`src/rtl/mips_multicycle_ctl_pkg.sv`:
```
// Shared definitions for the multicycle MIPS controller: state encoding,
// opcode/funct constants, ALU control codes, mux-select enums and the
// per-state Moore control word.
package mips_multicycle_ctl_pkg;

   typedef enum logic [3:0] {
      S_FETCH   = 4'd0,
      S_DECODE  = 4'd1,
      S_MEMADR  = 4'd2,
      S_MEMRD   = 4'd3,
      S_MEMWB   = 4'd4,
      S_MEMWR   = 4'd5,
      S_RTYPEEX = 4'd6,
      S_RTYPEWB = 4'd7,
      S_BEQEX   = 4'd8,
      S_ADDIEX  = 4'd9,
      S_ADDIWB  = 4'd10,
      S_JEX     = 4'd11,
      S_HALT    = 4'd12
   } state_t;

   localparam logic [5:0] OP_RTYPE = 6'b000000;
   localparam logic [5:0] OP_LW    = 6'b100011;
   localparam logic [5:0] OP_SW    = 6'b101011;
   localparam logic [5:0] OP_BEQ   = 6'b000100;
   localparam logic [5:0] OP_ADDI  = 6'b001000;
   localparam logic [5:0] OP_J     = 6'b000010;

   localparam logic [5:0] FN_ADD = 6'b100000;
   localparam logic [5:0] FN_SUB = 6'b100010;
   localparam logic [5:0] FN_AND = 6'b100100;
   localparam logic [5:0] FN_OR  = 6'b100101;
   localparam logic [5:0] FN_NOR = 6'b100111;
   localparam logic [5:0] FN_SLT = 6'b101010;

   localparam logic [3:0] ALU_AND = 4'b0000;
   localparam logic [3:0] ALU_OR  = 4'b0001;
   localparam logic [3:0] ALU_ADD = 4'b0010;
   localparam logic [3:0] ALU_SUB = 4'b0110;
   localparam logic [3:0] ALU_SLT = 4'b0111;
   localparam logic [3:0] ALU_NOR = 4'b1100;

   typedef enum logic [1:0] {
      ALUB_REG   = 2'b00,
      ALUB_FOUR  = 2'b01,
      ALUB_SEXT  = 2'b10,
      ALUB_SHIFT = 2'b11
   } alusrcb_t;

   typedef enum logic [1:0] {
      PC_ALU    = 2'b00,
      PC_ALUOUT = 2'b01,
      PC_JUMP   = 2'b10
   } pcsrc_t;

   // Moore control word. fetch/branch/decode are qualifiers that get
   // combined with mem_ready, zero and the opcode check at the outputs.
   typedef struct packed {
      logic [3:0] alu_ctl;
      logic       alusrca;
      alusrcb_t   alusrcb;
      pcsrc_t     pcsrc;
      logic       pc_jump_wr;
      logic       fetch;
      logic       branch;
      logic       decode;
      logic       iord;
      logic       memwrite;
      logic       regwrite;
      logic       regdst;
      logic       memtoreg;
      logic       halted;
   } ctl_t;

   // Quiescent control word: no enables, selects zero, ALU set to ADD.
   function automatic ctl_t ctl_idle();
      ctl_t c;
      c.alu_ctl    = ALU_ADD;
      c.alusrca    = 1'b0;
      c.alusrcb    = ALUB_REG;
      c.pcsrc      = PC_ALU;
      c.pc_jump_wr = 1'b0;
      c.fetch      = 1'b0;
      c.branch     = 1'b0;
      c.decode     = 1'b0;
      c.iord       = 1'b0;
      c.memwrite   = 1'b0;
      c.regwrite   = 1'b0;
      c.regdst     = 1'b0;
      c.memtoreg   = 1'b0;
      c.halted     = 1'b0;
      return c;
   endfunction

   // Control word presented while sitting in state s. rtype_alu is only
   // consulted for the R-type execute state.
   function automatic ctl_t state_ctl(input state_t s, input logic [3:0] rtype_alu);
      ctl_t c;
      c = ctl_idle();
      case (s)
         S_FETCH:   begin c.alusrcb = ALUB_FOUR; c.fetch = 1'b1; end
         S_DECODE:  begin c.alusrcb = ALUB_SHIFT; c.decode = 1'b1; end
         S_MEMADR:  begin c.alusrca = 1'b1; c.alusrcb = ALUB_SEXT; end
         S_MEMRD:   begin c.iord = 1'b1; end
         S_MEMWB:   begin c.memtoreg = 1'b1; c.regwrite = 1'b1; end
         S_MEMWR:   begin c.iord = 1'b1; c.memwrite = 1'b1; end
         S_RTYPEEX: begin c.alusrca = 1'b1; c.alusrcb = ALUB_REG; c.alu_ctl = rtype_alu; end
         S_RTYPEWB: begin c.regdst = 1'b1; c.regwrite = 1'b1; end
         S_BEQEX:   begin c.alusrca = 1'b1; c.alu_ctl = ALU_SUB; c.pcsrc = PC_ALUOUT; c.branch = 1'b1; end
         S_ADDIEX:  begin c.alusrca = 1'b1; c.alusrcb = ALUB_SEXT; end
         S_ADDIWB:  begin c.regwrite = 1'b1; c.regdst = 1'b0; end
         S_JEX:     begin c.pcsrc = PC_JUMP; c.pc_jump_wr = 1'b1; end
         S_HALT:    begin c.halted = 1'b1; end
         default:   begin c = ctl_idle(); end
      endcase
      return c;
   endfunction

endpackage

```
`src/rtl/mips_multicycle_ctl_if.sv`:
```
// Controller <-> datapath bundle: instruction fields and status flags in,
// ALU opcode, mux selects and write enables out.
interface mips_multicycle_ctl_if;
   logic [5:0] op;
   logic [5:0] funct;
   logic       zero;
   logic       mem_ready;
   logic [3:0] alu_ctl;
   logic       alusrca;
   logic [1:0] alusrcb;
   logic [1:0] pcsrc;
   logic       pcen;
   logic       iord;
   logic       irwrite;
   logic       memwrite;
   logic       regwrite;
   logic       regdst;
   logic       memtoreg;
   logic       illegal;
   logic       halted;

   modport master (
      input  op, funct, zero, mem_ready,
      output alu_ctl, alusrca, alusrcb, pcsrc, pcen, iord, irwrite,
             memwrite, regwrite, regdst, memtoreg, illegal, halted
   );

   modport slave (
      output op, funct, zero, mem_ready,
      input  alu_ctl, alusrca, alusrcb, pcsrc, pcen, iord, irwrite,
             memwrite, regwrite, regdst, memtoreg, illegal, halted
   );
endinterface

```
`src/rtl/mips_multicycle_ctl_alu_decoder.sv`:
```
// R-type funct decoder: ALU control code plus a flag saying whether the
// funct belongs to the supported subset.
module mips_alu_decoder
   import mips_multicycle_ctl_pkg::*;
(
   input  logic [5:0] funct,
   output logic [3:0] alu_ctl,
   output logic       funct_valid
);

   // Map funct onto the ALU opcode; unlisted functs fall back to ADD and are flagged invalid
   always_comb begin
      alu_ctl     = ALU_ADD;
      funct_valid = 1'b0;
      case (funct)
         FN_AND:  begin alu_ctl = ALU_AND; funct_valid = 1'b1; end
         FN_OR:   begin alu_ctl = ALU_OR;  funct_valid = 1'b1; end
         FN_ADD:  begin alu_ctl = ALU_ADD; funct_valid = 1'b1; end
         FN_SUB:  begin alu_ctl = ALU_SUB; funct_valid = 1'b1; end
         FN_SLT:  begin alu_ctl = ALU_SLT; funct_valid = 1'b1; end
         FN_NOR:  begin alu_ctl = ALU_NOR; funct_valid = 1'b1; end
         default: begin alu_ctl = ALU_ADD; funct_valid = 1'b0; end
      endcase
   end

endmodule

```
`src/rtl/mips_multicycle_ctl.sv`:
```
// Multicycle control FSM for the 8-bit MIPS subset. The control word for
// the next state is registered on each edge; only the mem_ready/zero
// qualified enables and the DECODE-cycle illegal flag are formed
// combinationally. While reset is high every output is forced quiescent.
module mips_multicycle_ctl
   import mips_multicycle_ctl_pkg::*;
#(
   parameter logic HALT_ON_ILLEGAL = 1'b0
)
(
   input  logic                  clk,
   input  logic                  reset,
   mips_multicycle_ctl_if.master bus
);

   state_t     state_r;
   state_t     next_s;
   ctl_t       ctl_r;
   ctl_t       ctl_s;
   logic       is_lw_r;
   logic [3:0] dec_alu_s;
   logic       dec_valid_s;
   logic       op_valid_s;

   mips_alu_decoder u_alu_decoder (
      .funct       (bus.funct),
      .alu_ctl     (dec_alu_s),
      .funct_valid (dec_valid_s)
   );

   // Opcode (and for R-type, funct) belongs to the supported subset
   always_comb begin
      op_valid_s = 1'b0;
      case (bus.op)
         OP_RTYPE:                            op_valid_s = dec_valid_s;
         OP_LW, OP_SW, OP_BEQ, OP_ADDI, OP_J: op_valid_s = 1'b1;
         default:                             op_valid_s = 1'b0;
      endcase
   end

   // Next-state selection; op/funct only matter while in DECODE
   always_comb begin
      next_s = state_r;
      case (state_r)
         S_FETCH: begin
            if (bus.mem_ready) next_s = S_DECODE;
            else               next_s = S_FETCH;
         end
         S_DECODE: begin
            if (!op_valid_s) begin
               if (HALT_ON_ILLEGAL != 1'b0) next_s = S_HALT;
               else                         next_s = S_FETCH;
            end else begin
               case (bus.op)
                  OP_RTYPE:     next_s = S_RTYPEEX;
                  OP_LW, OP_SW: next_s = S_MEMADR;
                  OP_BEQ:       next_s = S_BEQEX;
                  OP_ADDI:      next_s = S_ADDIEX;
                  OP_J:         next_s = S_JEX;
                  default:      next_s = S_FETCH;
               endcase
            end
         end
         S_MEMADR: begin
            if (is_lw_r) next_s = S_MEMRD;
            else         next_s = S_MEMWR;
         end
         S_MEMRD: begin
            if (bus.mem_ready) next_s = S_MEMWB;
            else               next_s = S_MEMRD;
         end
         S_MEMWB:   next_s = S_FETCH;
         S_MEMWR: begin
            if (bus.mem_ready) next_s = S_FETCH;
            else               next_s = S_MEMWR;
         end
         S_RTYPEEX: next_s = S_RTYPEWB;
         S_RTYPEWB: next_s = S_FETCH;
         S_BEQEX:   next_s = S_FETCH;
         S_ADDIEX:  next_s = S_ADDIWB;
         S_ADDIWB:  next_s = S_FETCH;
         S_JEX:     next_s = S_FETCH;
         S_HALT:    next_s = S_HALT;
         default:   next_s = S_FETCH;
      endcase
   end

   // State register with the control word for the state being entered; lw/sw remembered at DECODE
   always_ff @(posedge clk or posedge reset) begin
      if (reset) begin
         state_r <= S_FETCH;
         ctl_r   <= state_ctl(S_FETCH, ALU_ADD);
         is_lw_r <= 1'b0;
      end else begin
         state_r <= next_s;
         ctl_r   <= state_ctl(next_s, dec_alu_s);
         if (state_r == S_DECODE) is_lw_r <= (bus.op == OP_LW);
         else                     is_lw_r <= is_lw_r;
      end
   end

   // Hold every output quiescent while reset is asserted, independent of the clock
   always_comb begin
      if (reset) ctl_s = ctl_idle();
      else       ctl_s = ctl_r;
   end

   assign bus.alu_ctl  = ctl_s.alu_ctl;
   assign bus.alusrca  = ctl_s.alusrca;
   assign bus.alusrcb  = ctl_s.alusrcb;
   assign bus.pcsrc    = ctl_s.pcsrc;
   assign bus.pcen     = ctl_s.pc_jump_wr | (ctl_s.fetch & bus.mem_ready) | (ctl_s.branch & bus.zero);
   assign bus.irwrite  = ctl_s.fetch & bus.mem_ready;
   assign bus.iord     = ctl_s.iord;
   assign bus.memwrite = ctl_s.memwrite;
   assign bus.regwrite = ctl_s.regwrite;
   assign bus.regdst   = ctl_s.regdst;
   assign bus.memtoreg = ctl_s.memtoreg;
   assign bus.illegal  = ctl_s.decode & ~op_valid_s;
   assign bus.halted   = ctl_s.halted;

endmodule

```
`src/flat_wrapper.sv`:
```
// flat-port wrapper written by rule: the top's interface ports become plain ports
module mips_multicycle_ctl_flat import mips_multicycle_ctl_pkg::*;
#(
   parameter logic HALT_ON_ILLEGAL = 1'b0
)
  (clk, reset, bus_op, bus_funct, bus_zero, bus_mem_ready, bus_alu_ctl, bus_alusrca, bus_alusrcb, bus_pcsrc, bus_pcen, bus_iord, bus_irwrite, bus_memwrite, bus_regwrite, bus_regdst, bus_memtoreg, bus_illegal, bus_halted);
  mips_multicycle_ctl_if bus_i ();
  input  logic clk;
  input  logic reset;
  input wire logic [$bits(bus_i.op)-1:0] bus_op;
  input wire logic [$bits(bus_i.funct)-1:0] bus_funct;
  input wire logic [$bits(bus_i.zero)-1:0] bus_zero;
  input wire logic [$bits(bus_i.mem_ready)-1:0] bus_mem_ready;
  output wire logic [$bits(bus_i.alu_ctl)-1:0] bus_alu_ctl;
  output wire logic [$bits(bus_i.alusrca)-1:0] bus_alusrca;
  output wire logic [$bits(bus_i.alusrcb)-1:0] bus_alusrcb;
  output wire logic [$bits(bus_i.pcsrc)-1:0] bus_pcsrc;
  output wire logic [$bits(bus_i.pcen)-1:0] bus_pcen;
  output wire logic [$bits(bus_i.iord)-1:0] bus_iord;
  output wire logic [$bits(bus_i.irwrite)-1:0] bus_irwrite;
  output wire logic [$bits(bus_i.memwrite)-1:0] bus_memwrite;
  output wire logic [$bits(bus_i.regwrite)-1:0] bus_regwrite;
  output wire logic [$bits(bus_i.regdst)-1:0] bus_regdst;
  output wire logic [$bits(bus_i.memtoreg)-1:0] bus_memtoreg;
  output wire logic [$bits(bus_i.illegal)-1:0] bus_illegal;
  output wire logic [$bits(bus_i.halted)-1:0] bus_halted;
  assign bus_i.op = bus_op;
  assign bus_i.funct = bus_funct;
  assign bus_i.zero = bus_zero;
  assign bus_i.mem_ready = bus_mem_ready;
  assign bus_alu_ctl = bus_i.alu_ctl;
  assign bus_alusrca = bus_i.alusrca;
  assign bus_alusrcb = bus_i.alusrcb;
  assign bus_pcsrc = bus_i.pcsrc;
  assign bus_pcen = bus_i.pcen;
  assign bus_iord = bus_i.iord;
  assign bus_irwrite = bus_i.irwrite;
  assign bus_memwrite = bus_i.memwrite;
  assign bus_regwrite = bus_i.regwrite;
  assign bus_regdst = bus_i.regdst;
  assign bus_memtoreg = bus_i.memtoreg;
  assign bus_illegal = bus_i.illegal;
  assign bus_halted = bus_i.halted;
  mips_multicycle_ctl #(.HALT_ON_ILLEGAL(HALT_ON_ILLEGAL)) u_core (.clk(clk), .reset(reset), .bus(bus_i));
endmodule
```
`config.mk`:
```
export PLATFORM = sky130hd
export DESIGN_NAME = mips_multicycle_ctl_flat
export DESIGN_NICKNAME = d
export VERILOG_FILES = /design/src/rtl/mips_multicycle_ctl_pkg.sv /design/src/rtl/mips_multicycle_ctl_if.sv /design/src/rtl/mips_multicycle_ctl_alu_decoder.sv /design/src/rtl/mips_multicycle_ctl.sv /design/src/flat_wrapper.sv
export SDC_FILE = /design/constraint.sdc
export NUM_CORES = 1
export LEC_CHECK = 0
export CORE_ASPECT_RATIO = 0.75
export CORE_MARGIN = 2
export CORE_UTILIZATION = 44
export CTS_CLUSTER_DIAMETER = 40
export DETAILED_ROUTE_END_ITERATION = 6
export GPL_ROUTABILITY_DRIVEN = 0
export PLACE_DENSITY = 0.77
export SETUP_SLACK_MARGIN = 0.3
export SLEW_MARGIN = 0
export SYNTH_ARGS = -nofsm -noshare
export SYNTH_HDL_FRONTEND = slang
export SYNTH_SLANG_ARGS = --single-unit
export TNS_END_PERCENT = 1
```
`constraint.sdc`:
```
create_clock -name clk -period 2.7 [get_ports clk]
set_input_delay 0.81 -clock clk [delete_from_list [all_inputs] [get_ports clk]]
set_output_delay 0.81 -clock clk [all_outputs]
set_load 0.02 [all_outputs]
```
==> impl_metrics.json <==
{
  "status": "finished, violations left",
  "violations": "negative setup slack",
  "muxShareOfSynthArea_pct": 1.56,
  "ys_seq_elements": 23,
  "syn-cell-area_um2": 1360,
  "holdWs_ns": 0.573,
  "antenna_left": 0,
  "antennaDiodeCount": 0,
  "required_ns": 1.89,
  "track_usage_pct": 21.7,
  "coreArea_um2": 2960,
  "final_cell_mix": "buf_4, dfrtp_1, nor2b_1, dlygate4sd2_1, nor2_1",
  "ir_drop_mv": 0.170,
  "synth_compound_area_share_pct": 16.1,
  "grt_max_degree": 17,
  "rsz0062_at_grt": "true",
  "antenna_found_initial": 0,
  "clk_latency_ns": 0.26,
  "setup_ws_ns": -0.0819,
  "tns_ns": -0.0819,
  "clk_pin_slew_ns": 0.08,
  "h-tree-depth": 1,
  "synth_xor_area_share_pct": 1.29,
  "die-height_um": 52.2,
  "slowest_delay_ns": 0.30,
  "vias": 1341,
  "p_leak_nw": 1.06,
  "grt_first_pass_wirelength_mm": 5.69,
  "drive_above_1_share_pct": 38.3,
  "max_freq_ghz": 0.359,
  "synth_top_area_share_pct": 36.7,
  "synthSimpleGateAreaFrac_pct": 34.4,
  "cts-root-buf": "clkbuf_8",
  "hold_class": "input pin to asynchronous set/reset pin",
  "cp_data_arrival_time_ns": 1.97,
  "grt_pass1_vias": 1264,
  "finalCritPeriodShare_pct": 103,
  "die_x_um": 68.3,
  "drt_iter0_drc": 56,
  "clockBufferDepth": 2,
  "ys_top_cells_by_area": "dfrtp_1, nor2b_1, dfstp_2, nor2_1, nand2b_1",
  "cp-start-kind": "input pin",
  "syn_nets": 163,
  "drt_wl_total_mm": 3.67,
  "synth_largest_area_cell": "dfrtp_1",
  "powerDensity_nw_per_um2": 386,
  "period_needed_ns": 2.78,
  "final-max-slew-violation-count": 0,
  "vias_per_cell": 5.32,
  "maxCapViolCount": 0,
  "synthAdderAreaFrac_pct": 0,
  "initial_core_util_pct": 46.1,
  "gr-total-overflow": 0,
  "cts_tree": "built",
  "yosysUniqueCellTypes": 51,
  "relSlewSlack_pct": 70.2,
  "portBuffers": 33,
  "syn_area_per_cell_um2": 9.27,
  "crit_type": "input pin to primary output",
  "slowest_stage": "mux2_4",
  "route.detailed.drc": 0,
  "r2r-end": "u_core.ctl_r[14]",
  "io_pins": 34,
  "endpoint_kind": "primary output",
  "worst_pin_slew_ns": 0.442,
  "synthCells": 147,
  "num-nets-final": 231,
  "numCtsBuffers": 3,
  "seq_area_frac_synth_pct": 42.5,
  "timing.rr.start": "u_core.state_r[3]",
  "crit_path_max_fanout": 2,
  "setup-violations-final": 1,
  "worstRegToRegCells": 6,
  "wl_per_cell_um": 14.6,
  "die_area_um2": 3560,
  "synth_top_family_by_area": "simple AND/OR/NAND/NOR gates",
  "area_growth_syn_to_layout_pct": 57.4,
  "layout_commonest_cell": "buf_4",
  "core.rowCount": 17,
  "drtPass1Iterations": 4,
  "yosysWarnings": 0,
  "hpwl_mm": 2.59,
  "fin_skew_ns": 0.00101,
  "finalHoldViolCount": 0,
  "cpMostUsedCell": "buf_6",
  "r2r_slack_ns": 0.39,
  "clkSinkCount": 23,
  "worstPathCellList": "buf_6 > mux2_4 > o21ai_4 > and3_4 > nor2_2 > o211a_1 > buf_6"
}
[worst max path at each step]
stage,cells past startpoint,end,slack (ns),from
final,7,bus_illegal,-0.08,bus_funct[1]
after CTS,8,bus_illegal,-0.07,bus_op[5]
after detailed placement,7,bus_illegal,-0.96,bus_op[0]
after global placement,7,bus_illegal,-0.86,bus_funct[1]
after global routing,6,bus_illegal,-0.14,bus_op[2]
after floorplan,6,bus_illegal,0.07,bus_op[3]
[cells in the mapped netlist (all sizes together)]
cell,count
nor2,15
nor4bb,1
a21oi,4
nor4b,1
a21boi,1
o211a,2
o211ai,1
and3,2
o41ai,1
nand3,3
o311ai,1
o21bai,2
buf,3
nand2b,6
nand3b,2
nand4b,1
dfrtp,20
o31ai,1
nor3,5
a21o,2
dfstp,3
or3,1
or2,1
o21ai,5
mux2,1
nand2,8
xor2,2
o32ai,1
nor3b,3
nand4bb,1
mux2i,1
or4b,2
clkbuf,5
nor2b,18
o21a,1
or4,1
a211o,1
nor4,3
inv,6
a31o,1
a31oi,4
o22ai,1
and2,2
and4b,1
[registers in the layout (all words and copies together) (netlist names)]
signal and flops:
u_core.is_lw_r 1, u_core.ctl_r 18, u_core.state_r 4
[critical path: cells and delay by family]
family / cells / cell delay (ns)
buffers and inverters: 2 / 0.23
muxes: 1 / 0.30
and+or+nand+nor: 2 / 0.25
AOI/OAI and AO/OA: 2 / 0.38
[report_power, final]
| part | switching (mW) | internal (mW) |
|---|---|---|
| sequential | 0.0105 | 0.367 |
| clock | 0.106 | 0.105 |
| combinational | 0.121 | 0.119 |
[logic make-up (layout without fill, tap and decap cells)]
family                    Yosys count  after routing
AOI/OAI and AO/OA                  29             29
xor gates and xnor gates            2              2
buffers and inverters              14             81
DFF                                23             23
muxes                               2              2
and+or+nand+nor                    77             77
[area by class of cell]
class                   instances  area [um^2]
multi-input cells             110          865
fillers                       227          812
repair buffers                 71          582
flip-flops and latches         23          579
well taps                      38         47.5
clock buffers                   4         45.0
inverters                       6         26.3
[layer usage]
layer  share of wire (%)  vias to the layer above  wire (um)  global-route usage, %
met2                  53                       36       1960                   39.6
met4                 1.1                        0         42                   6.00
met1                  42                      645       1530                   27.7
met5                   0                        -          0                      0
met3                 3.9                        4        143                   1.29
li1                    -                      656          -                      -
[repair_timing]
action	4_1_cts	5_1_grt
endpoints found under the setup margin	29	11
buffers inserted	8	2
pin swaps	12	11
hold buffers	0	0
gates resized for setup	82	20
[stage by stage]
stage | cells | utilization (%) | power [mW] | setup slack, ns | cell area [um^2]
final | 252 | 72.5 | 0.829 | -0.0819 | 2140
after global routing | 252 | 72.5 | 0.864 | -0.144 | 2140
after CTS | 250 | 69.3 | 0.807 | -0.0661 | 2050
after detailed placement | 238 | 66.4 | 0.604 | -0.959 | 1960
after global placement | 238 | 66.4 | 0.596 | -0.863 | 1960
after floorplan | 147 | - | 0.505 | 0.0733 | 1420
Note: power is estimated with default switching activity, not from simulation.
